## config.mk

```make
export PLATFORM = sky130hd
export DESIGN_NAME = seven_segment_scanner_flat
export DESIGN_NICKNAME = d
export VERILOG_FILES = /design/src/rtl/seven_segment_scanner_if.sv /design/src/rtl/seven_segment_scanner.sv /design/src/flat_wrapper.sv
export SDC_FILE = /design/constraint.sdc
export NUM_CORES = 1
export LEC_CHECK = 0
export ABC_AREA = 1
export CORE_MARGIN = 4
export CORE_UTILIZATION = 40
export DETAILED_ROUTE_END_ITERATION = 12
export DONT_BUFFER_PORTS = 1
export GPL_ROUTABILITY_DRIVEN = 1
export GPL_TIMING_DRIVEN = 0
export HOLD_SLACK_MARGIN = 0.15
export PLACE_DENSITY_LB_ADDON = 0.3
export SYNTH_ARGS = -nofsm -noshare
export SYNTH_HDL_FRONTEND = slang
export SYNTH_SLANG_ARGS = --single-unit
```

## constraint.sdc

```tcl
create_clock -name Clk -period 2.85 [get_ports Clk]
set_clock_uncertainty 0.15 [all_clocks]
set_input_delay 0.4275 -clock Clk [delete_from_list [all_inputs] [get_ports Clk]]
set_output_delay 0.4275 -clock Clk [all_outputs]
set_load 0.05 [all_outputs]
```

## src/rtl/seven_segment_scanner_if.sv

```systemverilog
// seven_segment_scanner_if: digit data and display controls in, pin-level segment/anode drive out.
interface seven_segment_scanner_if #(
    parameter int NUM_DIGITS = 4,
    parameter int DUTY_BITS  = 4
);
    logic [4*NUM_DIGITS-1:0] digits_in;
    logic [NUM_DIGITS-1:0]   dp_in;
    logic                    load;
    logic                    blank_lz;
    logic                    enable;
    logic                    lamp_test;
    logic [DUTY_BITS-1:0]    brightness;
    logic [6:0]              seg;
    logic                    dp;
    logic [NUM_DIGITS-1:0]   digit;
    logic                    frame_start;

    modport slave (
        input  digits_in, dp_in, load, blank_lz, enable, lamp_test, brightness,
        output seg, dp, digit, frame_start
    );

    modport master (
        output digits_in, dp_in, load, blank_lz, enable, lamp_test, brightness,
        input  seg, dp, digit, frame_start
    );
endinterface

```

## src/rtl/seven_segment_scanner.sv

```systemverilog
// seven_segment_scanner: double-buffered, multiplexed N-digit hex display driver with PWM dimming.
module seven_segment_scanner #(
    parameter int NUM_DIGITS       = 4,
    parameter int REFRESH_DIV      = 27000,
    parameter int DUTY_BITS        = 4,
    parameter bit ANODE_ACTIVE_LOW = 1,
    parameter bit SEG_ACTIVE_LOW   = 0
) (
    input logic                    Clk,
    input logic                    Rst_n,
    seven_segment_scanner_if.slave bus
);
    localparam int CW = $clog2(REFRESH_DIV);
    localparam int IW = $clog2(NUM_DIGITS);
    localparam logic [IW-1:0] LAST_IDX = IW'(NUM_DIGITS - 1);
    // Lit-segment patterns for F..0, so nibble n selects bits [7n +: 7]
    localparam logic [111:0] SEG_LUT = {
        7'h71, 7'h79, 7'h5E, 7'h39, 7'h7C, 7'h77, 7'h6F, 7'h7F,
        7'h07, 7'h7D, 7'h6D, 7'h66, 7'h4F, 7'h5B, 7'h06, 7'h3F
    };
    localparam logic [6:0]            SEG_OFF = {7{SEG_ACTIVE_LOW}};
    localparam logic                  DP_OFF  = SEG_ACTIVE_LOW;
    localparam logic [NUM_DIGITS-1:0] DIG_OFF = {NUM_DIGITS{ANODE_ACTIVE_LOW}};

    logic [CW-1:0]           r_slot_cnt;
    logic [IW-1:0]           r_slot_idx;
    logic [DUTY_BITS-1:0]    r_pwm_cnt;
    logic [4*NUM_DIGITS-1:0] r_pend_dig;
    logic [4*NUM_DIGITS-1:0] r_act_dig;
    logic [NUM_DIGITS-1:0]   r_pend_dp;
    logic [NUM_DIGITS-1:0]   r_act_dp;
    logic                    r_pend_valid;
    logic [6:0]              r_seg;
    logic                    r_dp;
    logic [NUM_DIGITS-1:0]   r_digit;
    logic                    r_frame_start;

    logic                    w_wrap;
    logic                    w_boundary;
    logic                    w_blank;
    logic                    w_anode_on;
    logic [3:0]              w_nib;
    logic [6:0]              w_seg;
    logic                    w_dp;
    logic [NUM_DIGITS-1:0]   w_digit;

    assign w_wrap     = r_slot_cnt == CW'(REFRESH_DIV - 1);
    assign w_boundary = w_wrap && r_slot_idx == '0;
    assign w_nib      = r_act_dig[4*r_slot_idx +: 4];
    // Blank when this and every more-significant nibble is zero; digit 0 always shows
    assign w_blank    = bus.blank_lz && r_slot_idx != '0 && (r_act_dig >> (4*r_slot_idx)) == '0;
    assign w_anode_on = bus.enable && r_slot_cnt != '0 && r_pwm_cnt <= bus.brightness;
    assign w_seg      = bus.lamp_test ? 7'h7F : w_blank ? 7'h00 : SEG_LUT[7*w_nib +: 7];
    assign w_dp       = bus.lamp_test | r_act_dp[r_slot_idx];
    assign w_digit    = w_anode_on ? NUM_DIGITS'(1) << r_slot_idx : '0;

    always_ff @(posedge Clk or negedge Rst_n) begin
        if (!Rst_n) begin
            r_slot_cnt <= '0;
            r_slot_idx <= LAST_IDX;
            r_pwm_cnt  <= '0;
        end else begin
            r_slot_cnt <= w_wrap ? '0 : r_slot_cnt + 1'b1;
            r_pwm_cnt  <= r_pwm_cnt + 1'b1;
            if (w_wrap)
                r_slot_idx <= r_slot_idx == '0 ? LAST_IDX : r_slot_idx - 1'b1;
        end
    end

    // A load coinciding with the boundary stays pending; the transfer takes the older data
    always_ff @(posedge Clk or negedge Rst_n) begin
        if (!Rst_n) begin
            r_pend_dig   <= '0;
            r_pend_dp    <= '0;
            r_pend_valid <= 1'b0;
            r_act_dig    <= '0;
            r_act_dp     <= '0;
        end else begin
            if (w_boundary && r_pend_valid) begin
                r_act_dig <= r_pend_dig;
                r_act_dp  <= r_pend_dp;
            end
            if (bus.load) begin
                r_pend_dig   <= bus.digits_in;
                r_pend_dp    <= bus.dp_in;
                r_pend_valid <= 1'b1;
            end else if (w_boundary) begin
                r_pend_valid <= 1'b0;
            end
        end
    end

    always_ff @(posedge Clk or negedge Rst_n) begin
        if (!Rst_n) begin
            r_seg         <= SEG_OFF;
            r_dp          <= DP_OFF;
            r_digit       <= DIG_OFF;
            r_frame_start <= 1'b0;
        end else begin
            r_seg         <= w_seg ^ SEG_OFF;
            r_dp          <= w_dp ^ DP_OFF;
            r_digit       <= w_digit ^ DIG_OFF;
            r_frame_start <= r_slot_cnt == '0 && r_slot_idx == LAST_IDX;
        end
    end

    assign bus.seg         = r_seg;
    assign bus.dp          = r_dp;
    assign bus.digit       = r_digit;
    assign bus.frame_start = r_frame_start;
endmodule

```

## src/flat_wrapper.sv

```systemverilog
// flat-port wrapper written by rule: the top's interface ports become plain ports
module seven_segment_scanner_flat 
#(
    parameter int NUM_DIGITS       = 4,
    parameter int REFRESH_DIV      = 27000,
    parameter int DUTY_BITS        = 4,
    parameter bit ANODE_ACTIVE_LOW = 1,
    parameter bit SEG_ACTIVE_LOW   = 0
)
  (Clk, Rst_n, bus_digits_in, bus_dp_in, bus_load, bus_blank_lz, bus_enable, bus_lamp_test, bus_brightness, bus_seg, bus_dp, bus_digit, bus_frame_start);
  seven_segment_scanner_if #(.NUM_DIGITS(NUM_DIGITS), .DUTY_BITS(DUTY_BITS)) bus_i ();
  input logic Clk;
  input logic Rst_n;
  input wire logic [$bits(bus_i.digits_in)-1:0] bus_digits_in;
  input wire logic [$bits(bus_i.dp_in)-1:0] bus_dp_in;
  input wire logic [$bits(bus_i.load)-1:0] bus_load;
  input wire logic [$bits(bus_i.blank_lz)-1:0] bus_blank_lz;
  input wire logic [$bits(bus_i.enable)-1:0] bus_enable;
  input wire logic [$bits(bus_i.lamp_test)-1:0] bus_lamp_test;
  input wire logic [$bits(bus_i.brightness)-1:0] bus_brightness;
  output wire logic [$bits(bus_i.seg)-1:0] bus_seg;
  output wire logic [$bits(bus_i.dp)-1:0] bus_dp;
  output wire logic [$bits(bus_i.digit)-1:0] bus_digit;
  output wire logic [$bits(bus_i.frame_start)-1:0] bus_frame_start;
  assign bus_i.digits_in = bus_digits_in;
  assign bus_i.dp_in = bus_dp_in;
  assign bus_i.load = bus_load;
  assign bus_i.blank_lz = bus_blank_lz;
  assign bus_i.enable = bus_enable;
  assign bus_i.lamp_test = bus_lamp_test;
  assign bus_i.brightness = bus_brightness;
  assign bus_seg = bus_i.seg;
  assign bus_dp = bus_i.dp;
  assign bus_digit = bus_i.digit;
  assign bus_frame_start = bus_i.frame_start;
  seven_segment_scanner #(.NUM_DIGITS(NUM_DIGITS), .REFRESH_DIV(REFRESH_DIV), .DUTY_BITS(DUTY_BITS), .ANODE_ACTIVE_LOW(ANODE_ACTIVE_LOW), .SEG_ACTIVE_LOW(SEG_ACTIVE_LOW)) u_core (.Clk(Clk), .Rst_n(Rst_n), .bus(bus_i));
endmodule
```

==> results of run 1 <==
==> cells by family (layout without fill, tap and decap cells) <==
| family | Yosys count | in the layout | synth area share [%] |
|---|---|---|---|
| buffers and inverters | 71 | 111 | 8.24 |
| and+or+nand+nor | 202 | 202 | 25.4 |
| adders and majority gates | 17 | 17 | 5.54 |
| AOI/OAI and AO/OA | 59 | 59 | 10.2 |
| xor gates and xnor gates | 7 | 7 | 1.60 |
| DFF | 75 | 75 | 49.1 |
==> flip-flops by register name (all words and copies together) (netlist names) <==
signal                  flops
u_core.bus.digit            4
u_core.bus.dp               1
u_core.bus.frame_start      1
u_core.bus.seg              7
u_core.r_act_dig           16
u_core.r_act_dp             4
u_core.r_pend_dig          16
u_core.r_pend_dp            4
u_core.r_pend_valid         1
u_core.r_pwm_cnt            4
u_core.r_slot_cnt          15
u_core.r_slot_idx           2
==> per-stage QoR <==
stage,hold WS [ps],area [sq um],std cells,utilization [%]
floorplan,-18.1,3840,431,-
global placement,-15.5,4000,560,43.1
detailed placement,-15.9,4000,560,43.1
CTS,155,4450,600,48.0
global route,160,4450,600,48.0
finish,166,4450,600,48.0
==> cell type report <==
type | count | share of cell area (%)
clock buffers | 11 | 3.18
flip-flops and latches | 75 | 42.3
plain buffers | 12 | 2.14
repair buffers | 24 | 5.79
multi-input cells | 285 | 36.8
inverters | 59 | 4.97
well taps | 129 | 3.62
clock inverters | 5 | 1.18
==> repair_timing <==
item | 4_1_cts | 5_1_grt
endpoints found under the hold margin | 99 | 0
hold buffers | 24 | 0
setup endpoints to repair | 0 | 0
==> cells in the final DEF (no fill, tap or decap), types with 6 or more instances in the layout <==
master         synthesis  final
inv_1                 52     52
dfstp_2                6      6
a21oi_1                7      7
dfrtp_1               69     69
nor2_1                26     26
nand4_1                8      8
nand2_2               22     22
o21ai_0               27     27
nand3_1               35     35
nand2_1               91     91
o21ai_2               20     20
inv_2                  6      6
clkbuf_8               0     10
ha_1                  17     17
dlygate4sd3_1          0     23
buf_6                  6      6
==> power by group <==
group | switching, uW | internal (uW)
clock network | 381 | 424
registers | 15.3 | 1090
logic | 65.7 | 41.4
total | 462 | 1560
==> routing by layer <==
| metal | part of all wire, % | wire (um) |
|---|---|---|
| met1 | 49 | 3640 |
| met4 | 1.4 | 100 |
| met5 | 0 | 0 |
| met3 | 3.6 | 266 |
| met2 | 46 | 3370 |
==> worst paths after layout <==
path                                      start                    end  slack [ps]  cells after the start
setup / recovery           u_core.r_slot_idx[0]      u_core.bus.seg[1]         500                     13
hold / removal                    bus_lamp_test      u_core.bus.seg[2]         170                      2
setup reg to reg           u_core.r_slot_idx[0]      u_core.bus.seg[1]         500                     13
hold reg to reg             u_core.r_pwm_cnt[0]    u_core.r_pwm_cnt[0]         340                      1
max in group asynchronous                 Rst_n   u_core.r_slot_idx[0]        1750                      2
min in group asynchronous                 Rst_n  u_core.r_slot_cnt[11]         470                      2
==> worst max-delay path, stage by stage (launching register included) <==
cell and delay [ps]:
dfstp_2 620, inv_2 90, buf_6 150, nand2_1 60, nand3_1 70, nand2_1 220, ha_1 200, inv_1 50
nor2_1 120, nand4_1 90, nor2_1 130, nand2_2 130, nand3_1 110, nand2_1 50
==> impl_metrics.env, run 1 <==
export IMPL_pre_cts_ws_ps=519
export IMPL_rsz0062_at_grt="no"
export IMPL_hpwl_um=5300
export IMPL_relSlewSlack_pct=65.5
export IMPL_fmaxAchievable_mhz=425
export IMPL_ys_ff_latch=75
export IMPL_clk_pin_slew_ps=70
export IMPL_yosysUniqueCellTypes=35
export IMPL_portBuffers=0
export IMPL_setup_tns_final_ps=0
export IMPL_syn_inst=431
export IMPL_gr_usage_all_layers_pct=14.2
export IMPL_ys_seq_area_share_pct=49.1
export IMPL_min_path_type="input port to register"
export IMPL_finalSetupViolations=0
export IMPL_drc=0
export IMPL_n_fill_cell=885
export IMPL_root_buffer="clkbuf_8"
export IMPL_drt_iter0_drc=111
export IMPL_viasPerCell=4.67
export IMPL_gp_congestion=0.864
export IMPL_gr_usage_met3_pct=3.10
export IMPL_synth_area_sq_um=3840
export IMPL_grt_antenna_before_repair=0
export IMPL_cts_tree="yes"
export IMPL_critPathKind="register to register"
export IMPL_tightest_slew_ps=518
export IMPL_antenna_left=0
export IMPL_fin_nets=513
export IMPL_synth_top_area_share_pct=45.0
export IMPL_met1_usage_pct=18.8
export IMPL_outcome="completed"
export IMPL_core_sq_um=9280
export IMPL_cts_inserted_buffers=9
export IMPL_io_pins=43
export IMPL_fp_dieW_um=106
export IMPL_std_cell_rows=35
export IMPL_multi_input_area_sq_um=1640
export IMPL_min_period_over_period_pct=82.5
export IMPL_clkLatencyLatePin_ps=340
export IMPL_syn_area_per_cell_sq_um=8.91
export IMPL_worstPathArrival_ps=2420
export IMPL_post_cts_resize_count=0
export IMPL_fin_crit_ps=2350
export IMPL_yosys_top_cells_area="dfrtp_1, nand2_1, ha_1"
export IMPL_async_reset_ff_share_pct=100
export IMPL_grt_max_degree=76
export IMPL_dieArea_sq_um=11200
export IMPL_grt_pass1_wl_um=13000
export IMPL_gr_total_overflow=0
export IMPL_dieHeight_um=106
export IMPL_top_usage_layer="met2"
export IMPL_htreeDepth=3
export IMPL_area_growth_pct=16.0
export IMPL_cts_buffer_depth=2
export IMPL_synth_ff_type="dfrtp_1"
export IMPL_p_total_uw=2020
export IMPL_cts_sinks=75
export IMPL_post_drt_wl_per_cell_um=12.3
export IMPL_routed_wl_um=7370
export IMPL_vias=2800
export IMPL_required_ps=2920
export IMPL_ir_drop_v=0.000249
export IMPL_grt_use_met2_pct=23.0
export IMPL_start_kind="register"
export IMPL_fin_ws_ps=500
export IMPL_synth_common_cells="nand2_1, dfrtp_1, inv_1"
export IMPL_diodes=0
export IMPL_yosysWarnings=0
export IMPL_crit_fanout=11
export IMPL_power_density_nw_per_um2=453
export IMPL_seq_area_sq_um=1880
export IMPL_cp_end_kind="register"
export IMPL_leakage_uw=0.00218
export IMPL_synth_edf_count=0
export IMPL_maxCapViolCount=0
export IMPL_slew_violations=0
export IMPL_drive_gt1_share_pct=19.5
export IMPL_initial_utilization_pct=41.4
export IMPL_syn_num_nets=478
export IMPL_finalHoldViolations=0
export IMPL_first_pass_iters=4
export IMPL_grt_pass1_vias=2828
export IMPL_yosysMostFrequentCell="nand2_1"
export IMPL_yosysTopAreaCell="dfrtp_1"
export IMPL_post_cts_buffers=0
No activity file was read; power rests on OpenSTA's default activity.
==> run 2, diff against run 1 <==
==> constraint.sdc (replaced) <==
create_clock -name Clk -period 2.15 [get_ports Clk]
set_clock_uncertainty 0.15 [all_clocks]
set_input_delay 0.3225 -clock Clk [delete_from_list [all_inputs] [get_ports Clk]]
set_output_delay 0.3225 -clock Clk [all_outputs]
set_load 0.05 [all_outputs]
==> run 2 against run 1 <==
The run now ends with negative hold slack left. Sequential cell count stayed put. Highest routed layer unchanged. Via count is 3.6% higher. Largest cell class unchanged. Die area stayed put. Largest power group unchanged.
==> impl_metrics.env, run 2 (same netlist as run 1, synthesis figures left out) <==
export IMPL_first_pass_iters=4
export IMPL_gp_congestion=0.864
export IMPL_holdBufCountCts=23
export IMPL_p_total_uw=2650
export IMPL_grt_pass1_wl_um=13100
export IMPL_htreeDepth=3
export IMPL_area_growth_pct=22.5
export IMPL_viasPerCell=4.75
export IMPL_fin_crit_ps=2060
export IMPL_fmaxAchievable_mhz=485
export IMPL_final_common_cell="nand2_1"
export IMPL_gr_total_overflow=0
export IMPL_initial_utilization_pct=41.4
export IMPL_rsz0062_at_grt="yes"
export IMPL_n_fill_cell=851
export IMPL_ir_drop_v=0.000343
export IMPL_cts_sinks=75
export IMPL_finalHoldViolations=75
export IMPL_dieHeight_um=106
export IMPL_min_path_type="input port to async pin"
export IMPL_post_route_util_pct=50.7
export IMPL_swShare_pct=22.3
export IMPL_dieArea_sq_um=11200
export IMPL_routed_wl_um=7700
export IMPL_pwr_share_comb_pct=4.2
export IMPL_vias=2900
export IMPL_std_cell_rows=35
export IMPL_cts_tree="yes"
export IMPL_min_period_over_period_pct=95.9
export IMPL_cp_end_kind="register"
export IMPL_diodes=0
export IMPL_grt_pass1_vias=2857
export IMPL_violations="negative hold slack"
export IMPL_start_kind="register"
export IMPL_netSwitchingPower_uw=590
export IMPL_reg_largest_list="u_core.r_act_dig (16), u_core.r_pend_dig (16), u_core.r_slot_cnt (15)"
export IMPL_antenna_left=0
export IMPL_grt_antenna_before_repair=0
export IMPL_hpwl_um=5300
export IMPL_final_cell_mix="nand2_1, dfrtp_1, inv_1"
export IMPL_drt_iter0_drc=98
export IMPL_drc=0
export IMPL_clockPowerShare_pct=40.4
export IMPL_fin_nets=524
export IMPL_tightest_slew_ps=514
export IMPL_pwr_share_seq_pct=55.4
export IMPL_portBuffers=0
export IMPL_clk_pin_slew_ps=80
export IMPL_leakage_uw=0.00229
export IMPL_outcome="complete, but fails checks"
export IMPL_slew_violations=0
export IMPL_core_sq_um=9280
export IMPL_fp_dieW_um=106
export IMPL_post_drt_wl_per_cell_um=12.6
export IMPL_cts_buffer_depth=2
export IMPL_p_int_uw=2060
export IMPL_grt_max_degree=76
export IMPL_gr_usage_all_layers_pct=14.4
export IMPL_power_density_nw_per_um2=563
export IMPL_required_ps=2230
export IMPL_io_pins=43
export IMPL_critPathKind="register to register"
export IMPL_crit_fanout=7
export IMPL_relSlewSlack_pct=65.7
export IMPL_drive_gt1_share_pct=26.3
export IMPL_root_buffer="clkbuf_8"
export IMPL_maxCapViolCount=0
export IMPL_clkLatencyLatePin_ps=350
export IMPL_hold_ws_ps=-493
export IMPL_cts_inserted_buffers=9
export IMPL_worstPathArrival_ps=2140
export IMPL_finalSetupViolations=0
[run 2: changes by cell type in the layout (fill, tap and decap cells not counted), moves of 2 or more]
cell and delta:
inv_1 -2, nand3_1 -10, buf_4 +10, nor2_1 -2
nand3_4 +2, nand2_4 +7, ha_4 +2, nand2_1 -8
nand3_2 +8, ha_1 -3
[run 2: layer usage]
| layer | up-vias | GRT usage, % | part of all wire (%) |
|---|---|---|---|
| met3 | 10 | 3.16 | 3.9 |
| met2 | 61 | 23.7 | 47 |
| met1 | 1365 | 18.8 | 48 |
| met4 | 0 | 5.27 | 1.3 |
| li1 | 1464 | - | - |
| met5 | - | 0 | 0 |
[run 2: power groups by stage]
stage	logic [uW]	registers [uW]	clock network (uW)
after floorplan	58.3	1490	0
after CTS	112	1470	1100
after detailed placement	76.1	1500	0
after global placement	73.3	1490	0
after global routing	128	1470	1170
final	111	1470	1070
[run 2: worst paths after layout]
kind / slack, ps / startpoint / cells past startpoint / to
hold reg to reg: 340 / u_core.r_pwm_cnt[0] / 1 / u_core.r_pwm_cnt[0]
setup reg to reg: 90 / u_core.r_slot_idx[0] / 12 / u_core.bus.seg[4]
hold / removal: -490 / Rst_n / 0 / u_core.r_slot_cnt[12]
max in group asynchronous: 2150 / Rst_n / 0 / u_core.r_slot_idx[0]
min in group Clk: 210 / bus_load / 2 / u_core.r_pend_dig[12]
setup / recovery: 90 / u_core.r_slot_idx[0] / 12 / u_core.bus.seg[4]
[run 2: final cells by class]
cell class,instances,area (sq um),share of cell area (%)
Clock buffer,11,141,3.01
Inverter,59,229,4.87
Timing Repair Buffer,36,345,7.34
Tap cell,129,161,3.43
Multi-Input combinational cell,285,1800,38.2
Buffer,11,93.8,1.99
Sequential cell,75,1880,40.1
Clock inverter,5,52.6,1.12
[run 2: repair_timing]
item | 4_1_cts | 5_1_grt
endpoints found under the setup margin | 7 | 7
gates resized for setup | 16 | 28
setup buffers | 5 | 8
hold endpoints to repair | 106 | 75
pin swaps | 6 | 12
[run 2: worst max-delay path: stages, from the launching register on]
cell	delay [ps]
dfstp_2	620
clkinv_4	140
nand2_4	100
nand3_4	70
nand2_4	110
ha_4	140
inv_4	40
nor2_4	80
nand4_1	90
nor2_2	140
nand2_4	120
nand3_2	90
nand2_1	50
[run 2: stage by stage]
step | setup slack (ps) | cells | area, sq um | TNS (ps)
after global routing | -37.4 | 611 | 4700 | -170
after detailed placement | -181 | 560 | 4000 | -1240
final | 87.5 | 611 | 4700 | 0
after CTS | 10.9 | 603 | 4510 | 0
after global placement | -153 | 560 | 4000 | -1050
after floorplan | 166 | 431 | 3840 | 0
==> run 3, diff against run 2 <==
--- a/config.mk
+++ b/config.mk
@@ -6,6 +6,7 @@
 export NUM_CORES = 1
 export LEC_CHECK = 0
 export ABC_AREA = 1
+export CAP_MARGIN = 40
 export CORE_MARGIN = 4
 export CORE_UTILIZATION = 40
 export DETAILED_ROUTE_END_ITERATION = 12
@@ -13,7 +14,6 @@
 export GPL_ROUTABILITY_DRIVEN = 1
 export GPL_TIMING_DRIVEN = 0
 export HOLD_SLACK_MARGIN = 0.15
-export PLACE_DENSITY_LB_ADDON = 0.3
 export SYNTH_ARGS = -nofsm -noshare
 export SYNTH_HDL_FRONTEND = slang
 export SYNTH_SLANG_ARGS = --single-unit
==> run 3 against run 2 <==
The flow still finishes with violations (negative hold slack). Sequential share of layout area shrank 0.064 points. Wire length is 1.1% lower. Combinational power about the same. Core utilization increased by 0.081 points. Register-to-register slack got worse by 90 ps. Non-clock buffer count is 2 higher. Sequential power barely moved. Critical path type unchanged. Largest cell class unchanged.
==> impl_metrics.env, run 3 (same netlist as run 1, synthesis figures left out) <==
export IMPL_cts_tree="yes"
export IMPL_crit_fanout=7
export IMPL_grt_antenna_before_repair=0
export IMPL_dieHeight_um=106
export IMPL_grt_pass1_vias=2965
export IMPL_grt_pass1_wl_um=13500
export IMPL_diodes=0
export IMPL_relSlewSlack_pct=65.4
export IMPL_post_route_util_pct=50.8
export IMPL_drc=0
export IMPL_gr_usage_all_layers_pct=14.7
export IMPL_finalSetupViolations=0
export IMPL_rsz0062_at_grt="yes"
export IMPL_crit_end="u_core.bus.seg[4]"
export IMPL_root_buffer="clkbuf_8"
export IMPL_drive_gt1_share_pct=27.1
export IMPL_htreeDepth=3
export IMPL_io_pins=43
export IMPL_ir_drop_v=0.000452
export IMPL_worstPathArrival_ps=2220
export IMPL_post_drt_wl_per_cell_um=12.4
export IMPL_seq_area_sq_um=1880
export IMPL_power_density_nw_per_um2=560
export IMPL_required_ps=2220
export IMPL_min_period_over_period_pct=99.9
export IMPL_finalHoldViolations=75
export IMPL_tightest_slew_ps=513
export IMPL_crit_cells=13
export IMPL_reg2reg_slack_ps=2
export IMPL_cts_buffer_depth=2
export IMPL_r2r_start="u_core.r_slot_idx[0]"
export IMPL_fp_dieW_um=106
export IMPL_antenna_left=0
export IMPL_final_cell_mix="nand2_1, dfrtp_1, inv_1"
export IMPL_fin_crit_ps=2150
export IMPL_cp_top_family="simple AND/OR/NAND/NOR gates"
export IMPL_reg_largest_list="u_core.r_act_dig (16), u_core.r_pend_dig (16), u_core.r_slot_cnt (15)"
export IMPL_violations="negative hold slack"
export IMPL_fmaxAchievable_mhz=466
export IMPL_p_int_uw=2060
export IMPL_r2r_end="u_core.bus.seg[4]"
export IMPL_n_fill_cell=872
export IMPL_placedCellCount=560
export IMPL_gr_total_overflow=0
export IMPL_cp_end_kind="register"
export IMPL_multi_input_area_sq_um=1780
export IMPL_clockPowerShare_pct=40.2
export IMPL_min_path_type="input port to async pin"
export IMPL_hpwl_um=5290
export IMPL_portBuffers=0
export IMPL_path_buf_inv=3
export IMPL_critPathLaunch="u_core.r_slot_idx[0]"
export IMPL_clkLatencyLatePin_ps=340
export IMPL_cp_common_cell="nand2_4"
export IMPL_critPathKind="register to register"
export IMPL_first_pass_iters=4
export IMPL_drt_iter0_drc=131
export IMPL_crit_slowest_cell="dfstp_2"
export IMPL_fin_nets=526
export IMPL_netSwitchingPower_uw=579
export IMPL_pwr_share_seq_pct=55.6
export IMPL_slew_violations=0
export IMPL_std_cell_rows=35
export IMPL_area_growth_pct=22.7
export IMPL_hold_ws_ps=-484
export IMPL_crit_path_cell_trace="clkinv_4, buf_8, nand2_4, nand3_4, nand2_4, ha_4, inv_2, nor2_2, nand4_1, nor2_2, nand2_4, nand3_2, nand2_1"
export IMPL_initial_utilization_pct=41.4
export IMPL_start_kind="register"
export IMPL_cp_slowest_stage_delay_ps=620
export IMPL_core_sq_um=9280
export IMPL_holdBufCountCts=23
export IMPL_gp_congestion=0.867
export IMPL_swShare_pct=21.9
export IMPL_final_common_cell="nand2_1"
export IMPL_viasPerCell=4.76
export IMPL_reg2regPathDepth=13
export IMPL_final_cells=613
export IMPL_leakage_uw=0.00229
export IMPL_maxCapViolCount=0
export IMPL_cts_inserted_buffers=9
export IMPL_grt_max_degree=76
export IMPL_clk_pin_slew_ps=80
export IMPL_dieArea_sq_um=11200
export IMPL_pwr_share_comb_pct=4.2
export IMPL_outcome="complete, but fails checks"
export IMPL_routed_wl_um=7610
export IMPL_cts_sinks=75
export IMPL_vias=2919
## run 3: cell types whose count changed in the layout (fill, tap and decap cells not counted), moves of 2 or more
cell     previous run  this run
nand2_4             9         7
buf_4              11        13
inv_2               6         8
nand2_1            83        85
## run 3: final cells by class
class	count	area share, %
Inverter	59	4.81
Buffer	12	2.31
Timing Repair Buffer	37	7.49
Clock inverter	5	1.12
Tap cell	129	3.43
Multi-Input combinational cell	285	37.9
Sequential cell	75	40.0
Clock buffer	11	3.00
## run 3: worst min path at each step
stage / to / slack, ps / from
after floorplan: u_core.bus.dp / -120 / Rst_n
after global placement: u_core.r_slot_cnt[12] / -120 / Rst_n
after detailed placement: u_core.r_slot_cnt[12] / -120 / Rst_n
after CTS: u_core.r_slot_cnt[12] / -510 / Rst_n
after global routing: u_core.r_slot_cnt[12] / -520 / Rst_n
final: u_core.r_slot_cnt[12] / -480 / Rst_n
## run 3: metrics by stage
step | total power, uW | TNS, ps | instance area [sq um] | hold slack (ps) | setup slack [ps]
after floorplan | 1550 | 0 | 3840 | -123 | 166
after global placement | 1570 | -1010 | 4000 | -121 | -145
final | 2640 | 0 | 4710 | -484 | 1.89
after CTS | 2690 | 0 | 4500 | -508 | 5.32
after global routing | 2780 | -660 | 4710 | -521 | -103
after detailed placement | 1570 | -1170 | 4000 | -120 | -182
## run 3: repair_timing
item                                   4_1_cts  5_1_grt
setup buffers                                7        6
pin swaps                                    5        9
gates cloned                                 0        1
gates resized for setup                      6       35
endpoints found under the hold margin      106       75
setup endpoints to repair                    7        7
## run 3: power by group through the flow
stage | Sequential (uW) | Clock (uW) | Combinational (uW)
detailed placement | 1500 | 0 | 76.6
global placement | 1490 | 0 | 73.5
floorplan | 1490 | 0 | 58.3
global route | 1470 | 1180 | 128
finish | 1470 | 1060 | 111
CTS | 1470 | 1110 | 112
## run 3: layer usage
metal / routed length (um) / GRT usage [%]
met3: 328 / 3.89
met1: 3540 / 19.4
met2: 3660 / 24.0
met4: 87 / 3.98
met5: 0 / 0
## run 3: worst reg2reg max path, cell delays in order (launching register included)
cell and delay, ps:
dfstp_2 620, clkinv_4 110, buf_8 140, nand2_4 60, nand3_4 70, nand2_4 100, ha_4 130, inv_2 40
nor2_2 110, nand4_1 110, nor2_2 150, nand2_4 120, nand3_2 80, nand2_1 50
